--- config.mk ---
export PLATFORM = sky130hd
export DESIGN_NAME = rv32i_multicycle_ctrl
export DESIGN_NICKNAME = d
export VERILOG_FILES = /design/src/rtl/rv32i_multicycle_ctrl.sv
export SDC_FILE = /design/constraint.sdc
export NUM_CORES = 1
export LEC_CHECK = 0
export ABC_CLOCK_PERIOD_IN_PS = 1950
export CAP_MARGIN = 20
export CORE_MARGIN = 5
export CORE_UTILIZATION = 43
export CTS_CLUSTER_SIZE = 16
export DETAILED_ROUTE_END_ITERATION = 10
export PLACE_DENSITY = 0.79
export SYNTH_ARGS = -nofsm -noshare
export SYNTH_HDL_FRONTEND = slang
export SYNTH_SLANG_ARGS = --single-unit
--- constraint.sdc ---
create_clock -name clk -period 1.95 [get_ports clk]
set_input_delay 0.2925 -clock clk [delete_from_list [all_inputs] [get_ports clk]]
set_output_delay 0.2925 -clock clk [all_outputs]
set_load 0.01 [all_outputs]
--- src/rtl/rv32i_multicycle_ctrl.sv ---
// Multi-cycle control FSM for the RV32I core: FETCH -> DECODE -> EXEC
// [-> MEM] -> WB -> FETCH, with a sticky TRAP state for illegal encodings.
// Optional build macro RV32I_CTRL_INSTRET_EN adds a retired-instruction
// counter output (instret) that counts WB cycles.
module rv32i_multicycle_ctrl #(
  parameter int RESET_STATE_DELAY = 0
) (
  input  logic        clk,
  input  logic        rst,
  input  logic [31:0] instr,
  input  logic        imem_ready,
  input  logic        dmem_ready,
  input  logic        alu_zero,
  output logic        imem_req,
  output logic        ir_write,
  output logic        dmem_req,
  output logic        dmem_we,
  output logic [1:0]  dmem_size,
  output logic        load_unsigned,
  output logic [4:0]  alu_op,
  output logic [1:0]  alu_src_a,
  output logic        alu_src_b,
  output logic        reg_write,
  output logic [1:0]  wb_sel,
  output logic        pc_write,
  output logic [1:0]  pc_sel,
  output logic        illegal,
  output logic [2:0]  state
`ifdef RV32I_CTRL_INSTRET_EN
  ,
  output logic [31:0] instret
`endif
);

  typedef enum logic [2:0] {
    S_FETCH  = 3'd0,
    S_DECODE = 3'd1,
    S_EXEC   = 3'd2,
    S_MEM    = 3'd3,
    S_WB     = 3'd4,
    S_TRAP   = 3'd5
  } state_t;

  typedef enum logic [3:0] {
    C_LUI, C_AUIPC, C_JAL, C_JALR, C_BRANCH, C_LOAD, C_STORE, C_OPIMM, C_OP
  } cls_t;

  localparam logic [6:0] OPC_LUI    = 7'b0110111;
  localparam logic [6:0] OPC_AUIPC  = 7'b0010111;
  localparam logic [6:0] OPC_JAL    = 7'b1101111;
  localparam logic [6:0] OPC_JALR   = 7'b1100111;
  localparam logic [6:0] OPC_BRANCH = 7'b1100011;
  localparam logic [6:0] OPC_LOAD   = 7'b0000011;
  localparam logic [6:0] OPC_STORE  = 7'b0100011;
  localparam logic [6:0] OPC_OPIMM  = 7'b0010011;
  localparam logic [6:0] OPC_OP     = 7'b0110011;

  localparam logic [1:0] DLY_INIT = 2'(RESET_STATE_DELAY);

  state_t     state_q;
  cls_t       cls_q;
  logic [2:0] f3_q;
  logic [1:0] dly_q;

  logic [6:0] opc;
  logic [2:0] f3;
  logic       f7b5;
  logic       dec_legal;
  cls_t       dec_cls;
  logic [4:0] dec_op;
  logic [1:0] dec_src_a;
  logic       dec_src_b;

  // Only the opcode, funct3 and funct7[5] steer control; the rest belongs to the datapath.
  logic unused_instr_bits;
  assign unused_instr_bits = ^{instr[31], instr[29:15], instr[11:7]};

  // ALU function for OP / OP-IMM; funct7[5] selects SUB only for register forms.
  function automatic logic [4:0] arith_op(input logic [2:0] fn3, input logic alt,
                                          input logic is_reg);
    case (fn3)
      3'b000:  arith_op = (is_reg && alt) ? 5'd18 : 5'd2;
      3'b001:  arith_op = 5'd15;
      3'b010,
      3'b011:  arith_op = 5'd11;
      3'b100:  arith_op = 5'd12;
      3'b101:  arith_op = alt ? 5'd17 : 5'd16;
      3'b110:  arith_op = 5'd13;
      default: arith_op = 5'd14;
    endcase
  endfunction

  assign opc  = instr[6:0];
  assign f3   = instr[14:12];
  assign f7b5 = instr[30];

  // Decode the instruction register while in DECODE: legality, class and EXEC controls.
  always_comb begin
    dec_legal = 1'b1;
    dec_cls   = C_OP;
    dec_op    = 5'd2;
    dec_src_a = 2'd0;
    dec_src_b = 1'b1;
    case (opc)
      OPC_LUI:   begin dec_cls = C_LUI;   dec_op = 5'd0; dec_src_a = 2'd2; end
      OPC_AUIPC: begin dec_cls = C_AUIPC; dec_op = 5'd1; dec_src_a = 2'd1; end
      OPC_JAL:   begin dec_cls = C_JAL;   dec_src_a = 2'd1; end
      OPC_JALR:  dec_cls = C_JALR;
      OPC_BRANCH: begin
        dec_cls   = C_BRANCH;
        dec_src_b = 1'b0;
        case (f3)
          3'b001:         dec_op = 5'd4;
          3'b100, 3'b110: dec_op = 5'd5;
          3'b101, 3'b111: dec_op = 5'd6;
          default:        dec_op = 5'd3;
        endcase
      end
      OPC_LOAD: begin
        dec_cls   = C_LOAD;
        dec_legal = !(f3 == 3'b011 || f3 == 3'b110 || f3 == 3'b111);
      end
      OPC_STORE: begin
        dec_cls   = C_STORE;
        dec_legal = !(f3 == 3'b011 || f3 == 3'b110 || f3 == 3'b111);
      end
      OPC_OPIMM: begin
        dec_cls   = C_OPIMM;
        dec_op    = arith_op(f3, f7b5, 1'b0);
        dec_legal = !(f3 == 3'b001 && f7b5);
      end
      OPC_OP: begin
        dec_cls   = C_OP;
        dec_op    = arith_op(f3, f7b5, 1'b1);
        dec_src_b = 1'b0;
      end
      default: dec_legal = 1'b0;
    endcase
  end

  // Fetch request is held off during reset and for the post-reset idle window.
  assign imem_req = (state_q == S_FETCH) && (dly_q == 2'd0) && !rst;
  assign ir_write = imem_req && imem_ready;
  assign state    = state_q;

  // Sequencer: state, latched instruction class and registered Moore outputs.
  always_ff @(posedge clk) begin
    if (rst) begin
      state_q       <= S_FETCH;
      dly_q         <= DLY_INIT;
      cls_q         <= C_OP;
      f3_q          <= 3'd0;
      dmem_req      <= 1'b0;
      dmem_we       <= 1'b0;
      dmem_size     <= 2'd0;
      load_unsigned <= 1'b0;
      alu_op        <= 5'd0;
      alu_src_a     <= 2'd0;
      alu_src_b     <= 1'b0;
      reg_write     <= 1'b0;
      wb_sel        <= 2'd0;
      pc_write      <= 1'b0;
      pc_sel        <= 2'd0;
      illegal       <= 1'b0;
    end else begin
      dmem_req      <= 1'b0;
      dmem_we       <= 1'b0;
      dmem_size     <= 2'd0;
      load_unsigned <= 1'b0;
      alu_op        <= 5'd0;
      alu_src_a     <= 2'd0;
      alu_src_b     <= 1'b0;
      reg_write     <= 1'b0;
      wb_sel        <= 2'd0;
      pc_write      <= 1'b0;
      pc_sel        <= 2'd0;
      case (state_q)
        S_FETCH: begin
          if (dly_q != 2'd0) dly_q <= dly_q - 2'd1;
          else if (imem_ready) state_q <= S_DECODE;
        end
        S_DECODE: begin
          if (dec_legal) begin
            state_q   <= S_EXEC;
            cls_q     <= dec_cls;
            f3_q      <= f3;
            alu_op    <= dec_op;
            alu_src_a <= dec_src_a;
            alu_src_b <= dec_src_b;
          end else begin
            state_q <= S_TRAP;
            illegal <= 1'b1;
          end
        end
        S_EXEC: begin
          if (cls_q == C_LOAD || cls_q == C_STORE) begin
            state_q       <= S_MEM;
            dmem_req      <= 1'b1;
            dmem_we       <= (cls_q == C_STORE);
            dmem_size     <= f3_q[1:0];
            load_unsigned <= f3_q[2];
          end else begin
            // Branch outcome is captured from alu_zero here, straight into pc_sel.
            state_q   <= S_WB;
            pc_write  <= 1'b1;
            reg_write <= (cls_q != C_BRANCH);
            wb_sel    <= (cls_q == C_JAL || cls_q == C_JALR) ? 2'd2 : 2'd0;
            if (cls_q == C_JAL || cls_q == C_JALR) pc_sel <= 2'd1;
            else if (cls_q == C_BRANCH && alu_zero) pc_sel <= 2'd2;
          end
        end
        S_MEM: begin
          if (dmem_ready) begin
            state_q   <= S_WB;
            pc_write  <= 1'b1;
            reg_write <= (cls_q == C_LOAD);
            wb_sel    <= (cls_q == C_LOAD) ? 2'd1 : 2'd0;
          end else begin
            dmem_req      <= 1'b1;
            dmem_we       <= dmem_we;
            dmem_size     <= dmem_size;
            load_unsigned <= load_unsigned;
          end
        end
        S_WB:    state_q <= S_FETCH;
        S_TRAP:  state_q <= S_TRAP;
        default: state_q <= S_FETCH;
      endcase
    end
  end

`ifdef RV32I_CTRL_INSTRET_EN
  // Retired-instruction counter: one per WB cycle, wrapping naturally.
  always_ff @(posedge clk) begin
    if (rst) instret <= 32'd0;
    else if (state_q == S_WB) instret <= instret + 32'd1;
  end
`endif

endmodule

# Yosys cells after proc, flatten, opt, wreduce, memory -nomap -nowiden
# Cells that the tools add are included.
# W data, S select, Z words.
[op_classes]
n_addsub = 1
mul = 0
div_mod_pow = 0
order_cmp = 0
eq_ne = 29
shifts = 0
mux = 40
bitwise_logic = 3
reduce_logical = 30
[ops]
columns = ["op", "count"]
rows = [
  ["$pmux W5 S6", 2],
  ["$pmux W4 S8", 1],
  ["$pmux W5 S5", 1],
  ["$eq A7 B6 Y1 const B", 3],
  ["$eq A7 B7 Y1 const B", 3],
  ["$eq A3 B3 Y1 const B", 5],
  ["$mux W3", 5],
  ["$pmux W3 S5", 1],
  ["$eq A7 B5 Y1 const B", 2],
  ["$mux W1", 14],
  ["$eq A3 B2 Y1 const B", 4],
  ["$eq A4 B3 Y1 const B", 3],
  ["$pmux W2 S2", 3],
  ["$reduce_or A2 Y1", 6],
  ["$mux W2", 5],
  ["$pmux W1 S2", 5],
  ["$pmux W3 S3", 1],
  ["$eq A4 B2 Y1 const B", 2],
  ["$eq A7 B2 Y1 const B", 1],
  ["$eq A3 B1 Y1 const B", 2],
  ["$logic_not A3 Y1", 2],
  ["$ne A2 B2 Y1 const B", 3],
  ["$reduce_and A2 Y1", 3],
  ["$reduce_or A3 Y1", 2],
  ["other kinds (13)", 24],
]
[word_totals]
register_bits = 32
latch_bits = 0
mem_bits_rw = 0
romBits = 0
inputBits = 37
output_inout_bits = 25
wordCells = 120
n_memories = 0

# Logic depth before layout (Yosys ltp)
# Gate-level depths: netlist (run 1).
[logic_depth]
ltp_word = 7
mapped_depth = 7
ltp_nobuf = 7

# Least setup slack after synthesis (run 1)
# OpenSTA, ideal clock, no wires.
[synth_timing]
path_kind = "input -> register"
start = "in instr[4]"
end = "reg cls_q[1]"
setup_time_ps = 121
t_arrival_ps = 1586
required_ps = 1829
path_slack_ps = 242
stages = 6
path_buffers = 1
cell_sequence = "buf_6 -> and4b_1 -> nand3_2 -> and3_4 -> a21oi_4 -> mux2_4"
[synth_between]
elab_chain_len = 4
word_cells_on_any_way = 14
classes_between = "eq/ne: 9; mux: 2; reduce/logical: 3"
[synth_rtl]
columns = ["element", "line_no", "text"]
rows = [
  ["start: declaration", "10", "input logic [31:0] instr,"],
  ["$eq A7 B6 Y1 (tied with other cells)", "104", "case (opc)"],
  ["$reduce_or A6 Y1 (no source line) / $reduce_or A2 Y1 (equally long branches)", "--", ""],
  ["$pmux W1 S3", "104", ""],
  ["$reduce_and A2 Y1 (no source line)", "--", ""],
  ["end signal: assignment", "185", "cls_q <= dec_cls;"],
  ["end: declaration", "61", "cls_t cls_q;"],
]
# Parallel ways exist; a longest one is shown, timed or not.
# A chain may end at the register's enable or synchronous reset.

# Worst setup path after layout (run 1)
[layout_timing]
start = "in instr[4]"
end = "reg state_q[0], in the netlist state[0]"
[layout_between]
elab_chain_len = 5
word_cells_on_any_way = 14
classes_between = "eq/ne: 9; mux: 3; reduce/logical: 2"
[layout_rtl]
columns = ["element", "line_no", "text"]
rows = [
  ["$eq A7 B6 Y1 (tied with other cells)", "104", ""],
  ["$reduce_or A6 Y1 (no source line) / $reduce_or A2 Y1 (equally long branches)", "--", ""],
  ["$pmux W1 S3 (*)", "104", ""],
  ["$mux W3 (*)", "183", "if (dec_legal) begin"],
  ["$pmux W3 S5 (*)", "177", "case (state_q)"],
  ["end signal: assignment", "180", "else if (imem_ready) state_q <= S_DECODE;"],
  ["end signal: assignment", "184", "state_q <= S_EXEC;"],
  ["end signal: assignment", "191", "state_q <= S_TRAP;"],
  ["end: declaration", "60", "state_t state_q;"],
]
# Every way passes the cells marked *; elsewhere a longest branch is shown, timed or not.

==> results.md, run 1 <==
- Fin crit share: 94.1%
- H-tree levels: 2
- Remaining DRCs: 0
- Fin area: 2350 um^2
- Area growth syn-to-layout: 45.2%
- RSZ-0062 raised after global routing: false
- Dpl cell area: 2250 um^2
- Final hold violation count: 0
- Primary FF master, synth: dfxtp_1
- Comb pwr share: 24.7%
- Die Y: 71.4 um
- Commonest cells post-synth: dfxtp_1 (32), nor2_1 (22), nand2_1 (14), mux2i_1 (10)
- Total die area: 5100 um^2
- CTS buffer count: 5
- Max Fclk: 545 MHz
- Power Internal: 1280 uW
- Clk buf depth: 2
- Arrival @ worst endpoint: 2.05 ns
- Synth warnings: 0
- GR Overflow Total: 0
- # setup viols final: 0
- ANT cells: 0
- Post-CTS Setup Inserts: 0
- Crit path max fanout: 8
- PwrDens: 741 nW/um^2
- TritonRoute pass-1 iters: 4
- Avg Inst Size Synth: 8.81 um^2
- Initial Util: 44.3%
- Cell variety after synth: 53
- Share of cells above drive strength 1: 18.7%
- Setup crit start kind: input port
- Avg Vias per Cell: 5.12
- Largest net degree at the start of global routing: 17
- Worst-skew pair later-pin latency: 0.28 ns
- P_sw: 464 uW
- Vias in the first global route: 1445
- DP HPWL: 2.90 mm
- Synth Register Bits: 32
- Post-Route Skew: 0.00492 ns
- Seq/Total Area, Yosys: 39.5%
- Mapped cell area: 1620 um^2
- Worst-Margin Slew: 0.523 ns
- Gr usage total: 15.8%
- Hold Path Class: flip-flop to flip-flop
- Clock power frac: 35.2%
- Final wirelength: 3.75 mm
- WL/cell: 12.5 um
- Core Area: 3660 um^2
- GPL Wtd Cong: 0.914
- PortBufs: 40
- Hold_buf cts: 0
- Most frequent cell after synthesis: dfxtp_1
- WP data required: 2.16 ns
- Sequential Power Share: 40.1%
- I/O pins: 62
- Cell count after synthesis: 184
- CTS tree: done
- Finished Core Util: 64.3%
- Number of cell rows: 22
- Syn Nets: 222
- Initial antenna violation count: 0
- MaxCap Viol Count: 0
- Die W: 71.4 um
- Synth top area cells: dfxtp_1 (40%), mux2i_1 (6.2%), nor2_1 (5.1%)
- Post-DRT Antenna Nets: 0
- Hold_ws: 0.462 ns
- Sink Count: 32
- Tmin final: 1.83 ns
- WS Path Type: input port to flip-flop
- Lkg Pwr: 0.000918 uW
- Status: complete, no violations
- DRT iter0 DRCs: 150
- Area leader, netlist: dfxtp_1
- Nets@finish: 289
- CTS clk-pin slew, worst paths: 0.06 ns
- Ys async rst share: 0%
- Slew Viols, Final: 0
- Setup crit end kind: flip-flop
- Sw frac: 26.6%
- EDFF count, synth: 0
- DR vias: 1535
- Maximum vdd drop: 442 uV
- Global-route wire length before repair: 6.35 mm
- Max-slew headroom: 64.8%
- Synth top area share: 39.5%
- CTS root buf: clkbuf_8
## per-stage QoR
| step | setup slack, ns | std cells | total power, uW | setup TNS, ns |
|---|---|---|---|---|
| 4_1_cts | 0.0948 | 300 | 1770 | 0 |
| 2_1_floorplan | 0.242 | 184 | 965 | 0 |
| 3_5_place_dp | -0.168 | 292 | 1150 | -1.74 |
| 3_3_place_gp | -0.131 | 292 | 1140 | -1.23 |
| 5_1_grt | 0.0127 | 300 | 1850 | 0 |
| 6_report | 0.116 | 300 | 1750 | 0 |
## path summary, 6_finish.rpt
check             endpoint      from  slack, ns  cells after the start
setup / recovery  state[0]  instr[4]       0.12                      6
hold / removal     f3_q[1]   f3_q[1]       0.46                      2
setup reg to reg  state[0]  cls_q[1]       0.37                      5
hold reg to reg    f3_q[1]   f3_q[1]       0.46                      2
## registers in the layout, indices dropped and copies added, names as in the netlist, 2 cells and up
register,flops
state,3
alu_op,5
dmem_size,2
alu_src_a,2
f3_q,3
dly_q,2
cls_q,4
pc_sel,2
wb_sel,2
## worst max-delay path, stage by stage
cell	delay (ns)
clkdlybuf4s50_1	0.53
nand2b_1	0.20
o2111ai_1	0.24
nand3_1	0.15
or4b_1	0.51
a21oi_1	0.12
## cells by family (layout without fill, tap and decap cells)
group                    Yosys count  after routing  share of synthesized area, %
AND/OR/NAND/NOR                   80             80                          27.6
AO/OA/AOI/OAI                     38             38                          16.8
flip-flops                        32             32                          39.5
buffers and inverters             18             86                          6.02
multiplexers                      11             11                          7.10
XOR/XNOR                           4              4                          2.16
adder cells (fa/ha/maj)            1              1                         0.771
## cells in the final DEF, fill, tap and decap left out, types with 3 or more instances in the layout
cell and count:
a211oi_1 3, a21oi_1 9, and3_1 3, and3b_1 3
buf_4 32, clkbuf_8 5, clkdlybuf4s50_1 39, dfxtp_1 32
inv_1 5, mux2i_1 10, nand2_1 14, nand2b_1 9
nand3_1 7, nor2_1 22, nor2b_1 3, nor3_1 5
o21ai_0 5, xor2_1 3
## per-layer routing
| layer | global-route usage [%] | share of wire [%] | vias to the layer above |
|---|---|---|---|
| met5 | 0 | 0 | - |
| met4 | 8.14 | 1.8 | 0 |
| met3 | 4.49 | 5.6 | 6 |
| met2 | 25.6 | 48 | 38 |
| met1 | 18.9 | 45 | 702 |
| li1 | - | - | 789 |
## power by group through the flow
stage / registers (uW) / logic, uW / clock network, uW
floorplan: 728 / 236 / 0
global placement: 714 / 426 / 0
detailed placement: 714 / 431 / 0
CTS: 700 / 434 / 631
global route: 704 / 481 / 667
finish: 700 / 432 / 614
## final cells by class
type | count | area (um^2)
well taps | 48 | 60.1
clock buffers | 6 | 72.6
repair buffers | 72 | 639
inverters | 6 | 22.5
fillers | 319 | 1310
multi-input cells | 134 | 885
clock inverters | 2 | 35.0
flip-flops and latches | 32 | 641
## what timing repair did
| action | in CTS | in global routing |
|---|---|---|
| gates resized for setup | 1 | 1 |
| cloned | 0 | 0 |
| setup endpoints to repair | 1 | 1 |
Power figures use the tool's default switching activity.
==> inputs of run 2 (changes only) <==
--- a/config.mk
+++ b/config.mk
@@ -11,7 +11,7 @@
 export CORE_UTILIZATION = 43
 export CTS_CLUSTER_SIZE = 16
 export DETAILED_ROUTE_END_ITERATION = 10
-export PLACE_DENSITY = 0.79
+export PLACE_DENSITY = 0.76
 export SYNTH_ARGS = -nofsm -noshare
 export SYNTH_HDL_FRONTEND = slang
 export SYNTH_SLANG_ARGS = --single-unit
==> run 2 against run 1 <==
Register-to-register slack hardly changed. Power is 0.10% higher. Critical endpoint is now imem_req. Clock skew is 0.0024 ns lower. Clock power hardly changed. Critical path depth is 2 lower. Flip-flop and latch count stayed put. Clock-buffer cell count stayed put. Die area stayed put. Critical path type is now flip-flop to output port. Final cell count stayed put. Utilization is 0.10 points higher. Via count is 0.39% lower.
==> results.md, run 2 (synthesis gave the netlist of run 1 again) <==
- Die W: 71.4 um (unchanged)
- Most common cell after layout, fill and taps aside: clkdlybuf4s50_1
- CTS tree: done
- Max-slew headroom: 65.5% (+0.73 points)
- Total die area: 5100 um^2 (unchanged)
- I/O pins: 62 (unchanged)
- Sink Count: 32 (unchanged)
- Hold Path Class: flip-flop to flip-flop
- Launching point of the worst reg2reg path: state[2]
- Post-DRT Antenna Nets: 0 (unchanged)
- Placed Cells: 292 (unchanged)
- Worst-Margin Slew: 0.512 ns (-0.0109 ns)
- Clk buf depth: 2 (unchanged)
- Post-CTS Setup Inserts: 0 (unchanged)
- Vias in the first global route: 1565 (+8.3%)
- Total negative setup slack: 0 ns (unchanged)
- Number of cell rows: 22 (unchanged)
- Final hold violation count: 0 (unchanged)
- Most frequent cells in the layout: clkdlybuf4s50_1 (38), dfxtp_1 (32), buf_4 (32)
- H-tree levels: 2 (unchanged)
- MaxCap Viol Count: 0 (unchanged)
- DR vias: 1529 (-0.39%)
- Area growth syn-to-layout: 45.4%
- CTS root buf: clkbuf_8
- GPL Wtd Cong: 0.872 (-4.6%)
- Setup crit end kind: output port
- TritonRoute pass-1 iters: 4 (unchanged)
- Core Area: 3660 um^2 (unchanged)
- WHS Endpoint: f3_q[1]
- Largest Register: alu_op
- Slew Viols, Final: 0 (unchanged)
- DP HPWL: 2.81 mm (-2.9%)
- Initial Util: 44.3% (unchanged)
- Avg Vias per Cell: 5.10 (-0.39%)
- Largest net degree at the start of global routing: 17 (unchanged)
- Hold_buf cts: 0 (unchanged)
- Fin cells: 300 (unchanged)
- ANT cells: 0 (unchanged)
- WL/cell: 12.7 um (+1.4%)
- Lkg Pwr: 0.000930 uW (+1.2%)
- WS Path Type: flip-flop to output port
- Initial antenna violation count: 0 (unchanged)
- Die Y: 71.4 um (unchanged)
- Maximum vdd drop: 350 uV (-21%)
- Nets@finish: 289 (unchanged)
- PwrDens: 741 nW/um^2 (about the same)
- Tmin final: 1.85 ns (+0.0120 ns)
- Min-delay src: f3_q[1]
- Flip-flop count of the largest register after layout: 5 (unchanged)
- CTS clk-pin slew, worst paths: 0.06 ns (about the same)
- Global-route wire length before repair: 6.68 mm (+5.1%)
- Worst flop-to-flop path endpoint: pc_sel[1]
- Status: complete, no violations
- RSZ-0062 raised after global routing: false
- Remaining DRCs: 0 (unchanged)
- Final wirelength: 3.80 mm (+1.4%)
- Power, Total: 1750 uW (+0.10%)
- Crit path max fanout: 3 (-5)
- Max Fclk: 542 MHz (-0.65%)
- PortBufs: 40 (unchanged)
- Arrival @ worst endpoint: 1.55 ns (-0.50 ns)
- DRT iter0 DRCs: 82 (-45%)
- CTS buffer count: 5 (unchanged)
- Worst-skew pair later-pin latency: 0.28 ns (about the same)
- WP data required: 1.66 ns (-0.50 ns)
- Share of cells above drive strength 1: 19.0% (+0.40 points)
- GR Overflow Total: 0 (unchanged)
- Post-Route Skew: 0.00251 ns (-0.00241 ns)
- Reg2Reg Depth: 5 (unchanged)
- Worst R2R Setup Slack: 0.38 ns (about the same)
- Hold Crit Depth: 2 (unchanged)
- # setup viols final: 0 (unchanged)
- Gr usage total: 16.4% (+0.65 points)
- Setup crit start kind: flip-flop
- Hold_ws: 0.459 ns (-0.00353 ns)
- Finished Core Util: 64.4% (+0.10 points)
- Fin crit share: 94.7% (+0.61 points)
- Top Registers: alu_op x5, cls_q x4
-- run 2: changes by cell type in the layout (fill, tap and decap cells not counted), sizes merged --
cell	delta
clkdlybuf4s50	-1
dlymetal6s2s	+1
-- run 2: worst max-delay path by stage --
stage	startpoint	endpoint	slack (ns)	depth (start not counted)
floorplan	instr[4]	cls_q[1]	0.24	6
global placement	instr[4]	state[0]	-0.17	6
detailed placement	instr[4]	state[0]	-0.17	6
CTS	dly_q[0]	imem_req	0.08	4
global route	dly_q[1]	imem_req	0.009	4
finish	dly_q[0]	imem_req	0.10	4
-- run 2: critical path: stages (launching register included) --
cell and delay, ns:
dfxtp_1 0.32, inv_1 0.05, ha_1 0.18, and3_1 0.18
clkdlybuf4s50_1 0.54
-- run 2: through the flow --
stage	cell area (um^2)	worst slack, ns
6_report	2360	0.104
3_5_place_dp	2250	-0.165
4_1_cts	2360	0.0774
5_1_grt	2360	0.00893
2_1_floorplan	1620	0.242
3_3_place_gp	2250	-0.165
-- run 2: timing repair --
action	in CTS	in global routing
setup endpoints to repair	1	8
gates cloned	0	0
gates resized for setup	2	1
-- run 2: metal layers --
metal	global-route usage (%)	wire [um]	vias up
li1	-	-	794
met1	18.8	1730	692
met2	27.8	1800	35
met3	5.05	206	8
met4	7.72	69	0
met5	0	0	-
-- run 2: final cells by class --
cell class,instances,area (um^2)
clock inverters,2,35.0
inverters,6,22.5
flip-flops and latches,32,641
fillers,306,1300
well taps,48,60.1
repair buffers,72,642
clock buffers,6,72.6
multi-input cells,134,886
-- run 2: power by group --
| part | switching, uW | internal, uW |
|---|---|---|
| logic | 216 | 218 |
| registers | 17.0 | 685 |
| clock network | 234 | 379 |
==> variant 1, RTL diff (config.mk and constraints of run 2) <==
The 9 values of `cls_t` get a one-hot encoding in 9 bits.
--- a/src/rtl/rv32i_multicycle_ctrl.sv
+++ b/src/rtl/rv32i_multicycle_ctrl.sv
@@ -41,8 +41,8 @@
     S_TRAP   = 3'd5
   } state_t;
 
-  typedef enum logic [3:0] {
-    C_LUI, C_AUIPC, C_JAL, C_JALR, C_BRANCH, C_LOAD, C_STORE, C_OPIMM, C_OP
+  typedef enum logic [8:0] {
+    C_LUI = 9'b000000001, C_AUIPC = 9'b000000010, C_JAL = 9'b000000100, C_JALR = 9'b000001000, C_BRANCH = 9'b000010000, C_LOAD = 9'b000100000, C_STORE = 9'b001000000, C_OPIMM = 9'b010000000, C_OP = 9'b100000000
   } cls_t;
 
   localparam logic [6:0] OPC_LUI    = 7'b0110111;
Function: same outputs for any inputs over 10 cycles, from zero or initial values and one cycle with rst high; not proved beyond that.
==> variant 1 against run 2 <==
Via count rose by 21%; sequential share of layout area grew 0.069 points; die area increased by 14%; largest cell class unchanged; wire length rose by 22%; synthesized area up 16%; global-route usage down 0.53 points; setup slack worse by 0.028 ns; total power is 11% higher; highest routed layer unchanged; sequential cell count is 5 higher; cell area is 15% higher.
==> variant 1: results (changes against run 2) <==
R2R Path End -> reg_write (was pc_sel[1])
HP Start -> dmem_we (was f3_q[1])
Worst Skew -> 0.00649 ns (was 0.00251 ns)
Hold worst-path end -> dmem_we (was f3_q[1])
Peak VDD IR -> 377 uV (was 350 uV)
Share of cells above drive strength 1 -> 22.7% (was 19.0%)
Worst r2r src -> cls_q[8] (was state[2])
Syn_nets -> 255 (was 222)
Post-DP HPWL -> 3660 um (was 2810 um)
Place WS -> -0.181 ns (was -0.165 ns)
Pre-Repair DR Iteration Count -> 4 (unchanged)
Tcrit/Tclk final -> 96.1% (was 94.7%)
Logic gate share of total power -> 24.0% (was 24.8%)
Post-Place Cell Area -> 2590 sq um (was 2250 sq um)
# nets final -> 328 (was 289)
Seq/Total Area, Yosys -> 39.3% (was 39.5%)
Pin count of the biggest net entering global routing -> 18 (was 17)
Netlist cell types -> 59 (was 53)
First-pass GRT wire length -> 7770 um (was 6680 um)
CP arrival -> 1.58 ns (was 1.55 ns)
CP startpoint -> state[2] (was dly_q[0])
Worst-skew pair later-pin latency -> 0.29 ns
Leak -> 0.00100 uW (was 0.000930 uW)
Gpl congestion -> 0.914 (was 0.872)
Number of global-route vias before repair -> 1806 (was 1565)
Tot GR Track Use -> 15.9% (was 16.4%)
Vias/cell -> 5.38 (was 5.10)
Internal Power -> 1410 uW (was 1280 uW)
Clock group -> 672 uW (was 612 uW)
Largest regs -> cls_q: 9 flops, alu_op: 5 flops (was alu_op: 5 flops, cls_q: 4 flops)
Crit path max fanout -> 2 (was 3)
Reg2Reg Setup Slack -> 0.17 ns (was 0.38 ns)
H-tree Lvls -> 2 (unchanged)
Iter 0 DRT Violations -> 46 (was 82)
Top post-synthesis cells by area -> dfxtp_1 39%, mux2i_1 5.8%, nor2_1 4.0%, nand2_1 3.8%, o21ai_0 2.7% (was dfxtp_1 40%, mux2i_1 6.2%, nor2_1 5.1%, nand2b_1 3.5%, nand2_1 3.2%)
Status -> finished, final reports clean (unchanged)
Hold slack -> 0.456 ns (was 0.459 ns)
Most instantiated cells after synthesis -> 37 x dfxtp_1, 20 x nor2_1, 19 x nand2_1, 11 x mux2i_1, 10 x o21ai_0 (was 32 x dfxtp_1, 22 x nor2_1, 14 x nand2_1, 10 x mux2i_1)
Final Total Pwr -> 1930 uW (was 1750 uW)
Routed length per instance -> 13.5 um (was 12.7 um)
Worst slew margin -> 69.0% (was 65.5%)
Reg2Reg Depth -> 4 (was 5)
Crit path to -> ir_write (was imem_req)
## variant 1: changes by cell type after synthesis, sizes merged, moves of 4 or more
| cell | before | now |
|---|---|---|
| nand2b | 9 | 4 |
| o21ai | 6 | 12 |
| nor4 | 1 | 5 |
| inv | 5 | 9 |
| nand2 | 14 | 19 |
| dfxtp | 32 | 37 |
| nand4 | 0 | 4 |
## variant 1: metal layers
layer  vias to the layer above  GRT usage [%]  share of wire, %
met5                         -              0                 0
met4                         0           7.52               1.9
met3                        12           3.55               4.9
met2                        46           28.2                50
met1                       848           17.8                43
li1                        940              -                 -
## variant 1: logic make-up (layout without fill, tap and decap cells)
| family | Yosys count | after routing | synth area share (%) |
|---|---|---|---|
| fa+ha+maj | 1 | 1 | 0.664 |
| buf+inv | 25 | 99 | 6.17 |
| flops | 37 | 37 | 39.3 |
| mux | 11 | 11 | 5.84 |
| xor+xnor | 4 | 4 | 1.86 |
| compound gates | 45 | 45 | 17.6 |
| simple gates | 94 | 94 | 28.6 |
## variant 1: per-stage QoR
step           cells  utilization (%)
2_1_floorplan    217                -
3_3_place_gp     335             60.3
3_5_place_dp     335             60.3
4_1_cts          343             63.1
5_1_grt          343             63.3
6_report         343             63.3
## variant 1: cell type report
type / instances / area [sq um]
flip-flops and latches: 37 / 741
clock buffers: 5 / 68.8
well taps: 52 / 65.1
repair buffers: 81 / 718
inverters: 10 / 37.5
multi-input cells: 155 / 1040
clock inverters: 3 / 46.3
fillers: 383 / 1570
## variant 1: timing repair
item	4_1_cts	5_1_grt
hold endpoints to repair	0	0
pin swaps	0	1
hold buffers	0	0
resized for setup	4	2
endpoints found under the setup margin	3	5
## variant 1: worst max-delay path, cell delays in order (launching register included)
cell           delay (ns)
dfxtp_1              0.32
or3_4                0.39
nor3b_2              0.19
and2_1               0.14
dlygate4sd2_1        0.26
==> variant 2, RTL diff (flow settings as in run 2) <==
Made on the original files. Add a define of `RV32I_CTRL_INSTRET_EN`.
--- a/src/rtl/rv32i_multicycle_ctrl.sv
+++ b/src/rtl/rv32i_multicycle_ctrl.sv
@@ -2,6 +2,8 @@
 // [-> MEM] -> WB -> FETCH, with a sticky TRAP state for illegal encodings.
 // Optional build macro RV32I_CTRL_INSTRET_EN adds a retired-instruction
 // counter output (instret) that counts WB cycles.
+`define RV32I_CTRL_INSTRET_EN
+
 module rv32i_multicycle_ctrl #(
   parameter int RESET_STATE_DELAY = 0
 ) (
Check against the original RTL (old outputs only; new: instret): equivalent (equiv_simple and equiv_induct, registers matched by name and starting in step).
==> variant 2 against run 2 <==
Sequential cell count is 32 higher; wire length grew 100%; worst hold slack worse by 0.18 ns; cell count rose by 90%; cell area up 89%; register-to-register slack lost 0.21 ns; count of clock-buffer cells in the layout rose by 5; setup slack better by 0.018 ns; total power grew 86%; sequential power up 95%; synthesized area rose by 93%; critical endpoint is now ir_write; largest power group is now clock.
==> variant 2: results (changes against run 2) <==
Plain + repair buffers -> 112 (was 72)
Largest regs -> instret: 32 flops, alu_op: 5 flops, cls_q: 4 flops (was alu_op: 5 flops, cls_q: 4 flops)
Number of global-route vias before repair -> 2683 (was 1565)
Tightest Pin Transition -> 0.542 ns (was 0.512 ns)
Clock buffer cells -> 11 (was 6)
Reg2Reg Depth -> 6 (was 5)
Hold worst-path end -> wb_sel[0] (was f3_q[1])
Gpl congestion -> 0.870 (was 0.872)
Routed length per instance -> 13.4 um (was 12.7 um)
Iter 0 DRT Violations -> 58 (was 82)
Inverters -> 10 (was 6)
HP Start -> rst (was f3_q[1])
Leak -> 0.00161 uW (was 0.000930 uW)
Post-DP HPWL -> 5660 um (was 2810 um)
Hold slack -> 0.283 ns (was 0.459 ns)
PortBufs -> 72 (was 40)
Non-clock buffer share of cell area -> 23.0% (was 27.2%)
Worst-skew pair later-pin latency -> 0.34 ns (was 0.28 ns)
Filler cells -> 611 (was 306)
Total CTS buffers -> 9 (was 5)
Sequential cell area share -> 28.8% (was 27.2%)
Multi-input gates -> 270 (was 134)
Crit-path leading delay family -> flip-flops (was buffers and inverters)
Vias/cell -> 5.08 (was 5.10)
Seq cells post-synth -> 64 (was 32)
Hold path depth -> 4 (was 2)
H-tree Lvls -> 3 (was 2)
R2R Path End -> instret[21] (was pc_sel[1])
Post_cts resized -> 4 (was 2)
Syn_nets -> 404 (was 222)
Status -> finished, final reports clean (unchanged)
Worst hold-check path type -> in2reg (was reg2reg)
Worst Skew -> 0.00918 ns (was 0.00251 ns)
Worst r2r src -> instret[7] (was state[2])
Seq/Total Area, Yosys -> 40.9% (was 39.5%)
Syn avg cell area -> 8.58 sq um (was 8.81 sq um)
Met3 usage -> 4.74% (was 5.05%)
# nets final -> 506 (was 289)
First-pass GRT wire length -> 12300 um (was 6680 um)
Clock buffers and inverters, area share -> 5.51% (was 4.56%)
Cells after DPL -> 553 (was 292)
-- variant 2: cell types whose count changed after synthesis, moves of 9 or more --
cell,run 2,this run
a21oi_1,9,18
dfxtp_1,32,64
nand2_1,14,27
nand3_1,7,16
nor2_1,22,51
xnor2_1,1,20
xor2_1,3,12
-- variant 2: cells by family (layout without fill, tap and decap cells) --
logic type | Yosys count | count (layout) | share of synthesized area, %
buf+inv | 31 | 138 | 4.55
simple gates | 181 | 181 | 31.7
xor+xnor | 32 | 32 | 8.95
mux | 4 | 4 | 1.32
compound gates | 51 | 51 | 11.7
fa+ha+maj | 2 | 2 | 0.799
flops | 64 | 64 | 40.9
-- variant 2: worst max path at each step --
stage          startpoint   endpoint  slack, ns  cells after the start
2_1_floorplan   instr[12]  alu_op[4]       0.17                      7
3_3_place_gp     instr[4]  alu_op[4]      -0.33                      6
3_5_place_dp     instr[4]  alu_op[4]      -0.41                      6
4_1_cts          instr[6]   cls_q[2]       0.05                      7
5_1_grt         instr[13]   cls_q[2]       0.03                      7
6_report         dly_q[0]   ir_write       0.12                      5
-- variant 2: power by group --
part           internal, uW  total (uW)  switching [uW]
Clock                   884        1390             506
Combinational           236         486             250
Sequential             1340        1370            29.6
-- variant 2: through the flow --
stage / setup WS (ns) / TNS, ns / power (uW) / area, sq um / util [%]
floorplan: 0.172 / 0 / 1680 / 3130 / -
global route: 0.0285 / 0 / 3380 / 4450 / 62.0
detailed placement: -0.414 / -5.74 / 1880 / 4150 / 57.9
global placement: -0.330 / -4.30 / 1870 / 4150 / 57.9
finish: 0.122 / 0 / 3250 / 4450 / 62.0
CTS: 0.0516 / 0 / 3260 / 4400 / 61.3
-- variant 2: metal layers --
metal	share of wire, %	wire (um)
met5	0	0
met4	1.7	131
met3	5.6	428
met2	47	3620
met1	46	3490
